==> src/rtl/fd_reg_pkg.sv <==
// Shared F/D bundle layout and pipeline constants.
// Fetch fills pc/instr/exc; this stage owns bd; rsvd is always zero.
package fd_reg_pkg;

  localparam logic [31:0] RESET_PC   = 32'h0000_3000;
  localparam logic [31:0] HANDLER_PC = 32'h0000_4180;
  localparam logic [4:0]  EXC_NONE   = 5'd0;
  localparam logic [4:0]  EXC_ADEL   = 5'd4;

  typedef struct packed {
    logic [1:0]  rsvd;
    logic        bd;
    logic [4:0]  exc;
    logic [31:0] instr;
    logic [31:0] pc;
  } fd_msg_t;

  localparam int MSG_W = $bits(fd_msg_t);

  // Bit positions of each field inside the flat bundle.
  localparam int PC_LSB    = 0;
  localparam int INSTR_LSB = 32;
  localparam int EXC_LSB   = 64;
  localparam int BD_BIT    = 69;
  localparam int RSVD_LSB  = 70;

  function automatic fd_msg_t bubble(input logic [31:0] pc);
    fd_msg_t m;
    m    = '0;
    m.pc = pc;
    return m;
  endfunction

  function automatic fd_msg_t sanitise(input fd_msg_t f,
                                       input logic    bd);
    fd_msg_t m;
    m      = f;
    m.rsvd = '0;
    m.bd   = bd;
    if (f.exc != EXC_NONE)
      m.instr = '0;
    return m;
  endfunction

endpackage

==> src/rtl/fd_reg.sv <==
// F/D pipeline register: latches the fetch bundle, tags valid/BD,
// and handles stall, flush and exception-request bubbles.
module fd_reg
  import fd_reg_pkg::*;
#(
  parameter logic [31:0] RESET_PC_P   = RESET_PC,
  parameter logic [31:0] HANDLER_PC_P = HANDLER_PC
) (
  input  logic             clk,
  input  logic             reset,
  input  logic             en,
  input  logic             flush,
  input  logic             req,
  input  logic             d_is_branch,
  input  logic [MSG_W-1:0] f_msg,
  output logic [MSG_W-1:0] msg,
  output logic             d_valid,
  output logic [31:0]      d_pc
);

  fd_msg_t msg_q, msg_d;
  logic    valid_q, valid_d;
  fd_msg_t f_in;

  assign f_in = fd_msg_t'(f_msg);

  always_comb begin
    msg_d   = msg_q;
    valid_d = valid_q;
    if (req) begin
      msg_d   = bubble(HANDLER_PC_P);
      valid_d = 1'b0;
    end else if (!en) begin
      msg_d   = msg_q;
      valid_d = valid_q;
    end else if (flush) begin
      // Keep the pc so a squashed slot never reports a zero macro-PC.
      msg_d   = bubble(f_in.pc);
      valid_d = 1'b0;
    end else begin
      msg_d   = sanitise(f_in, d_is_branch);
      valid_d = 1'b1;
    end
  end

  always_ff @(posedge clk or posedge reset) begin
    if (reset) begin
      msg_q   <= bubble(RESET_PC_P);
      valid_q <= 1'b0;
    end else begin
      msg_q   <= msg_d;
      valid_q <= valid_d;
    end
  end

  assign msg     = msg_q;
  assign d_valid = valid_q;
  assign d_pc    = msg_q.pc;

endmodule
==> config.mk <==
export PLATFORM = sky130hd
export DESIGN_NAME = fd_reg
export DESIGN_NICKNAME = d
export VERILOG_FILES = /design/src/rtl/fd_reg_pkg.sv /design/src/rtl/fd_reg.sv
export SDC_FILE = /design/constraint.sdc
export NUM_CORES = 1
export LEC_CHECK = 0
export ABC_CLOCK_PERIOD_IN_PS = 3600
export BUFFER_PORTS_ARGS = -buffer_cell sky130_fd_sc_hd__buf_2
export CORE_MARGIN = 2
export CORE_UTILIZATION = 46
export DETAILED_ROUTE_END_ITERATION = 16
export GPL_TIMING_DRIVEN = 0
export PLACE_DENSITY_LB_ADDON = 0.15
export SYNTH_ARGS = -nofsm -noshare
export SYNTH_HDL_FRONTEND = slang
export SYNTH_SLANG_ARGS = --single-unit
==> constraint.sdc <==
create_clock -name clk -period 3.6 [get_ports clk]
set_clock_uncertainty 0.1 [all_clocks]
set_input_delay 1.08 -clock clk [delete_from_list [all_inputs] [get_ports clk]]
set_output_delay 1.08 -clock clk [all_outputs]
set_load 0.05 [all_outputs]
==> flow_summary_export.csv, run 1 <==
group,metric,value,unit
worst_setup_path,path_max_fanout,3,
clock_network,cts_root_buf,"clkbuf_8",
routing,drc_errors,0,
clock_network,holdBufCountCts,0,
logic_synthesis,yosysSeqAreaShare,49.2,%
timing,final-hold-violation-count,0,
grt,use_met1,26.6,%
logic_synthesis,yosys_warnings,0,
floorplanning,placementRows,32,
floorplanning,core_area,0.00769,sq mm
routing,drt-pass1-iter-count,4,
floorplanning,ios,183,
floorplanning,die_area,0.00859,sq mm
power_and_ir_drop,irDropWorstVdd,0.274,mV
logic_synthesis,yosys-top-cells-area,"dfrtp_1, o41ai_2, mux2i_1, or3b_2, buf_4",
grt,grt_usage,20.5,%
routing,dr.first_iter.drc_count,97,
cells_and_area,area.sequential,0.00178,sq mm
clock_network,clock-sinks,71,
worst_setup_path,critPathSlowestCell,"dfstp_2",
outcome,status,"finished, final reports clean",
routing,drt-total-wl,8750,um
cells_and_area,multiInputGateArea,0.00134,sq mm
logic_synthesis,ys_ff_latch,71,
worst_setup_path,endpoint_kind,"output pin",
timing,finalMaxSlewViolations,0,
logic_synthesis,synth_top_area_share,47.7,%
worst_setup_path,crit_path_max_incr_delay,540,ps
clock_network,cts_buffers,9,
cells_and_area,fillCellCount,680,
cells_and_area,layout_commonest_cell,"buf_2",
worst_setup_path,worst_setup_path_start_kind,"flip-flop",
timing,period_needed,2390,ps
clock_network,cts_buffer_depth,2,
timing,rsz0062_at_grt,"false",
timing,period_share,66.4,%
grt,grt_max_degree,72,
routing,dr_total_vias,2879,
routing,via_per_inst,4.79,
clock_network,cts_resized,0,
grt,antenna_found_initial,0,
power_and_ir_drop,power.leakage,2.88,nW
worst_setup_path,worstPathArrival,1210,ps
grt,grt_pass1_wl,13900,um
logic_synthesis,syn-cell-area,0.00362,sq mm
worst_setup_path,crit_type,"reg -> out",
cells_and_area,layout.nets,572,
clock_network,clk_latency,330,ps
logic_synthesis,ys_types,22,
power_and_ir_drop,p_per_area,393,mW/mm^2
clock_network,cts_setup_buffers,0,
timing,worst_pin_slew,867,ps
clock_network,clkTransAtPathRegs,80,ps
place,portBuffers,177,
logic_synthesis,syn-mean-instance-area,11.9,sq um
cells_and_area,syn2layout_area_growth,33.7,%
worst_hold_path,hold_path_class,"reg -> reg",
clock_network,htreeDepth,3,
grt,use_met2,33.9,%
routing,ant_nets,0,
place,hpwl,6360,um
flow_run,drv_cap,0,
timing,timing.fmax,0.418,GHz
cells_and_area,layout-drive-gt1-share,60.5,%
place,routabilityCongestion,0.736,
timing,finalSetupViolations,0,
cells_and_area,finish.utilization,62.9,%
clock_network,cts_tree,"yes",
grt,grt_pass1_vias,2840,
logic_synthesis,yosysTopAreaCell,"dfrtp_1",
grt,busiest_layer,"met2",
cells_and_area,diodes,0,
timing,worst_slew_margin_rel,42.2,%
routing,wl_per_cell,14.6,um
floorplanning,start_util,47.1,%
worst_setup_path,cp_cell_sequence,"buf_4 > buf_2",
cells_and_area,most-common-layout-cells,"buf_2, dfrtp_1, buf_4, inv_1, or3b_2",
floorplanning,die_h,92.7,um
worst_setup_path,cp_data_required_time,2420,ps
grt,gr-total-overflow,0,
floorplanning,fp.dieW,92.7,um
timing,fin_tns_setup,0,ps
grt,met3_usage,5.37,%
logic_synthesis,synth_cells,305,
metal layers:
metal | part of all wire (%) | vias up
met4 | 1.1 | 0
met1 | 43 | 1376
met2 | 48 | 106
li1 | - | 1388
met5 | 0 | -
met3 | 7.7 | 9
kinds of logic after synthesis:
family          after synthesis  synth area share, %
compound gates               42                 16.4
mux                          29                 8.02
flops                        71                 49.2
simple gates                 69                 12.3
buf+inv                      93                 14.0
other cells                   1                0.104
critical path, delay by kind of cell (launching register included):
| family | cells | cell delay [ps] |
|---|---|---|
| flip-flops | 1 | 540 |
| buffers and inverters | 2 | 330 |
flip-flops by register name (all words and copies together) (netlist names):
register and cells:
d_pc 32, d_valid 1, msg 38
power breakdown:
group	internal [W]	leakage, nW	switching (W)
Combinational	0.000121	1.82	0.000290
Clock	0.000355	0.106	0.000295
Sequential	0.000823	0.952	0.0000179
Total	0.00130	2.88	0.000603
through the flow:
step	hold slack (ps)	std cells	instance area [sq um]	power, W	setup slack (ps)
5_1_grt	428	601	4840	0.00198	1170
4_1_cts	387	601	4840	0.00192	1180
6_report	386	601	4840	0.00190	1210
3_3_place_gp	355	585	4640	0.00127	-295
3_5_place_dp	372	585	4640	0.00127	971
2_1_floorplan	538	306	3620	0.00115	627
Yosys cell counts (all sizes together):
library cell	number
clkbuf	15
dfrtp	69
or3	1
nor3b	1
o41ai	32
a22o	6
inv	33
or2	1
mux2i	29
a211o	3
dfstp	2
buf	45
nor2b	3
or3b	33
nor2	30
a21o	1
conb	1
cell type report:
class	count	area share [%]
clock buffer	12	3.21
multi-input combinational	142	27.6
buffer	60	7.94
sequential	71	36.8
clock inverter	4	0.931
timing repair buffer	177	18.3
inverter	33	2.61
tap	102	2.64
path summary, 6_finish.rpt:
path	start	endpoint	slack, ps	cells past startpoint
max in group asynchronous	reset	d_pc[1]	2000	2
worst max register to register	msg[63]	msg[63]	2510	2
worst min-delay path	d_valid	d_valid	390	1
worst max-delay path	d_pc[13]	msg[13]	1210	2
min in group asynchronous	reset	d_pc[20]	830	2
worst min register to register	d_valid	d_valid	390	1
No activity file was read; power rests on OpenSTA's default activity.
==> inputs of run 2 (changes only) <==
ABC_CLOCK_PERIOD_IN_PS = 2200   (was 3600)
clock period = 2.2 ns   (was 3.6 ns; I/O delays follow)
==> run 2 against run 1 <==
Compared with the run above: clock-buffer cell count fell by 2; hold slack got worse by 50 ps; routed wire length fell by 2.7%; non-clock buffer count rose by 1; power rose by 62%; flip-flop and latch count did not move; sequential power rose by 64%; clock power rose by 57%; critical path type unchanged; highest routed layer unchanged.
==> flow_summary_export.csv, run 2 (synthesis gave the netlist of run 1 again) <==
group,metric,value,unit
outcome,status,"finished, final reports clean",
timing,hold_slack,336,ps
worst_setup_path,worstPathArrival,1220,ps
floorplanning,ios,183,
clock_network,cts_buffers,9,
routing,ant_nets,0,
floorplanning,start_util,47.1,%
routing,drc_errors,0,
timing,rsz0062_at_grt,"false",
place,post_dp_cell_area,0.00466,sq mm
routing,drt-pass1-iter-count,4,
power_and_ir_drop,p_per_area,633,mW/mm^2
worst_setup_path,reg2reg_slack,1120,ps
power_and_ir_drop,switching_share,31.8,%
worst_setup_path,endpoint_kind,"output pin",
grt,grt_pass1_wl,13600,um
floorplanning,fp.dieW,92.7,um
power_and_ir_drop,pwr-share-clk,33.2,%
clock_network,cts_tree,"yes",
routing,wl_per_cell,14.1,um
worst_setup_path,r2r_cells,2,
clock_network,clk_latency,330,ps
grt,met3_usage,4.56,%
power_and_ir_drop,p_switching,0.000976,W
cells_and_area,fillCellCount,685,
timing,finalMaxSlewViolations,0,
clock_network,cts_root_buf,"clkbuf_8",
timing,period_needed,1980,ps
timing,fin_tns_setup,0,ps
timing,final-hold-violation-count,0,
grt,use_met2,32.8,%
timing,timing.fmax,0.504,GHz
clock_network,cts_setup_buffers,0,
place,hpwl,6410,um
routing,via_per_inst,4.74,
timing,worst_slew_margin_rel,51.7,%
clock_network,htreeDepth,3,
clock_network,cts_buffer_depth,2,
grt,busiest_layer,"met2",
cells_and_area,design_area,0.00486,sq mm
place,placed_cells,586,
worst_setup_path,crit_type,"reg -> out",
place,routabilityCongestion,0.748,
clock_network,cts_resized,0,
cells_and_area,layout.cells.non_filler,602,
grt,grt_usage,20.1,%
worst_setup_path,regToRegStartpoint,"msg[32]",
clock_network,clock-sinks,71,
power_and_ir_drop,seqPwrFrac,44.8,%
grt,grt_max_degree,41,
clock_network,clkTransAtPathRegs,70,ps
worst_setup_path,cp_data_required_time,1440,ps
power_and_ir_drop,p_int,0.00210,W
grt,use_met1,26.1,%
timing,worst_pin_slew,723,ps
cells_and_area,layout-drive-gt1-share,60.8,%
power_and_ir_drop,combinationalPowerShare,22.0,%
place,portBuffers,177,
worst_hold_path,hold_path_class,"in -> async",
worst_setup_path,r2r-end,"msg[32]",
power_and_ir_drop,p_total,0.00307,W
cells_and_area,largest_reg_flops,38,
worst_setup_path,startpoint,"d_pc[13]",
cells_and_area,most-common-layout-cells,"buf_2, dfrtp_1, buf_4, inv_1, or3b_2",
clock_network,holdBufCountCts,0,
routing,dr_total_vias,2851,
cells_and_area,layout_commonest_cell,"buf_2",
routing,dr.first_iter.drc_count,78,
grt,gr-total-overflow,0,
power_and_ir_drop,power.leakage,2.87,nW
grt,grt_pass1_vias,2770,
timing,finalSetupViolations,0,
cells_and_area,diodes,0,
cells_and_area,layout.nets,573,
cells_and_area,syn2layout_area_growth,34.2,%
floorplanning,die_area,0.00859,sq mm
worst_setup_path,worst_setup_path_start_kind,"flip-flop",
worst_setup_path,path_max_fanout,3,
power_and_ir_drop,irDropWorstVdd,0.341,mV
floorplanning,placementRows,32,
floorplanning,core_area,0.00769,sq mm
grt,antenna_found_initial,0,
flow_run,drv_cap,0,
floorplanning,die_h,92.7,um
timing,period_share,90.2,%
routing,drt-total-wl,8510,um
-- run 2: cell type report --
class	instances	area [sq um]	area share (%)
multi-input cells	142	1340	27.5
clock buffers	10	138	2.83
clock inverters	6	60.1	1.24
inverters	33	128	2.63
flip-flops and latches	71	1780	36.6
plain buffers	60	384	7.91
repair buffers	178	906	18.7
well taps	102	128	2.63
-- run 2: power groups by stage --
stage | logic [W] | registers [W] | clock network, W
floorplan | 0.000348 | 0.00154 | 0
global placement | 0.000674 | 0.00140 | 0
detailed placement | 0.000684 | 0.00140 | 0
CTS | 0.000686 | 0.00138 | 0.00105
global route | 0.000725 | 0.00138 | 0.00110
finish | 0.000676 | 0.00138 | 0.00102
-- run 2: per-stage QoR --
stage | setup WS [ps] | utilization [%]
floorplan | 370 | -
global placement | 50.8 | 60.4
detailed placement | 37.2 | 60.6
CTS | 191 | 63.2
global route | 172 | 63.2
finish | 216 | 63.2
-- run 2: worst max path at each step --
stage                to  slack (ps)  cells after the start
2_1_floorplan   msg[32]         370                      4
3_3_place_gp   d_pc[26]          50                      5
3_5_place_dp    msg[58]          40                      5
4_1_cts         msg[13]         190                      2
5_1_grt         msg[13]         170                      2
6_report        msg[13]         220                      2
-- run 2: worst max-delay path, cell delays in order (launching register included) --
cell	delay [ps]
dfstp_2	550
buf_4	100
buf_2	250
-- run 2: routing by layer --
metal	vias up	routed length (um)
met5	-	0
met4	0	158
met3	14	553
met2	105	4150
met1	1340	3650
li1	1392	-
==> inputs of run 3 (changes only) <==
REMOVE_ABC_BUFFERS = 1   (was default)
==> run 3 against run 2 <==
Compared with the run above: power is 2.4% lower; clock power is essentially flat; hold slack worse by 240 ps; design area is 6.5% lower; routed wire length down 5.5%; combinational power shrank 7.8%; highest routed layer unchanged.
==> flow_summary_export.csv, run 3 (synthesis gave the netlist of run 1 again) <==
group,metric,value,unit
floorplanning,die_area,0.00859,sq mm
clock_network,htreeDepth,3,
timing,final-hold-violation-count,0,
worst_setup_path,startpoint,"req",
worst_setup_path,crit_type,"in -> reg",
worst_setup_path,endpoint,"msg[38]",
routing,drt-total-wl,8050,um
power_and_ir_drop,combinationalPowerShare,20.8,%
clock_network,cts_tree,"yes",
cells_and_area,layout_commonest_cell,"buf_2",
power_and_ir_drop,power.leakage,2.67,nW
grt,busiest_layer,"met2",
clock_network,cts_root_buf,"clkbuf_8",
grt,use_met2,30.9,%
clock_network,clkTransAtPathRegs,80,ps
cells_and_area,syn2layout_area_growth,25.6,%
worst_setup_path,endpoint_kind,"flip-flop",
clock_network,clk_latency,330,ps
floorplanning,placementRows,32,
routing,drc_errors,0,
worst_setup_path,path_max_fanout,67,
power_and_ir_drop,seqPwrFrac,45.8,%
timing,worst_slew_margin_rel,54.3,%
grt,gr-total-overflow,0,
timing,worst_pin_slew,686,ps
worst_setup_path,regToRegStartpoint,"msg[59]",
place,portBuffers,177,
timing,rsz0062_at_grt,"false",
routing,dr.first_iter.drc_count,98,
timing,finalMaxSlewViolations,0,
floorplanning,fp.dieW,92.7,um
worst_setup_path,r2r_cells,2,
grt,met3_usage,3.66,%
timing,timing.fmax,0.475,GHz
floorplanning,start_util,47.1,%
place,routabilityCongestion,0.702,
power_and_ir_drop,p_int,0.00203,W
grt,grt_max_degree,71,
power_and_ir_drop,p_switching,0.000971,W
clock_network,cts_buffer_depth,2,
routing,via_per_inst,4.84,
routing,wl_per_cell,14.8,um
power_and_ir_drop,p_total,0.00300,W
place,hpwl,5240,um
worst_setup_path,worstPathArrival,2220,ps
cells_and_area,fillCellCount,724,
power_and_ir_drop,pwr-share-clk,33.4,%
cells_and_area,most-common-layout-cells,"buf_2, dfrtp_1, inv_1, or3b_2",
timing,finalSetupViolations,0,
timing,period_share,95.6,%
timing,period_needed,2100,ps
clock_network,cts_buffers,9,
cells_and_area,layout.nets,516,
grt,use_met1,23.6,%
outcome,status,"finished, final reports clean",
cells_and_area,layout-drive-gt1-share,59.8,%
power_and_ir_drop,irDropWorstVdd,0.398,mV
cells_and_area,diodes,0,
routing,ant_nets,0,
grt,antenna_found_initial,0,
clock_network,cts_setup_buffers,0,
worst_setup_path,worst_setup_path_start_kind,"input pin",
power_and_ir_drop,switching_share,32.4,%
flow_run,drv_cap,0,
worst_setup_path,r2r-end,"msg[59]",
worst_setup_path,cp_data_required_time,2320,ps
floorplanning,core_area,0.00769,sq mm
clock_network,clock-sinks,71,
grt,grt_usage,18.5,%
worst_setup_path,reg2reg_slack,1130,ps
worst_hold_path,hold_path_class,"in -> async",
power_and_ir_drop,p_per_area,660,mW/mm^2
grt,grt_pass1_vias,2508,
cells_and_area,largest_reg_flops,38,
routing,dr_total_vias,2638,
floorplanning,ios,183,
grt,grt_pass1_wl,12500,um
cells_and_area,finish.utilization,59.1,%
floorplanning,die_h,92.7,um
routing,drt-pass1-iter-count,4,
==> run 3: cell types whose count changed in the layout (fill, tap and decap cells not counted), sizes merged <==
cell	change
buf	-43
inv	+1
clkinvlp	-2
clkinv	+1
clkbuf	-14
==> run 3: power groups by stage <==
stage	clock network (W)	registers, W	logic [W]
finish	0.00100	0.00137	0.000623
global placement	0	0.00140	0.000609
floorplan	0	0.00166	0.000131
global route	0.00110	0.00138	0.000663
detailed placement	0	0.00140	0.000629
CTS	0.00103	0.00137	0.000630
==> run 3: through the flow <==
step                setup WS (ps)  hold slack (ps)  instances  area, sq um  setup TNS, ps
detailed placement           -587              361        529         4350         -17340
CTS                          26.8             73.4        545         4540              0
floorplan                    -353              593        246         3240         -24370
global placement            -1520              362        525         4250        -147780
finish                       96.0             92.9        545         4540              0
global route                 28.9             75.9        545         4540              0
==> run 3: worst min-delay path by stage <==
stage                     startpoint       end  cells past startpoint
after CTS                      reset   d_pc[1]                      2
after floorplan                  req  d_pc[12]                      1
final                          reset   d_pc[1]                      2
after global routing           reset  d_pc[28]                      2
after global placement       d_valid   d_valid                      1
after detailed placement     d_valid   d_valid                      1
==> run 3: layout make-up <==
| class | count | area (sq um) | area share, % |
|---|---|---|---|
| flip-flops and latches | 71 | 1780 | 39.2 |
| multi-input cells | 142 | 1340 | 29.5 |
| repair buffers | 181 | 982 | 21.6 |
| clock buffers | 10 | 128 | 2.81 |
| well taps | 102 | 128 | 2.81 |
| inverters | 33 | 126 | 2.78 |
| clock inverters | 6 | 61.3 | 1.35 |
==> run 3: critical path: stages <==
cell and delay, ps:
clkbuf_4 400, or3b_4 630, buf_12 210, o41ai_2 290
==> run 3: timing repair <==
item                       4_1_cts  5_1_grt
setup endpoints to repair       31       22
resized for setup                2        1
hold buffers                     0        0
==> run 3: metal layers <==
layer / share of wire [%] / up-vias
met5: 0 / -
li1: - / 1276
met4: 1.3 / 0
met1: 43 / 1271
met3: 5.5 / 10
met2: 51 / 81
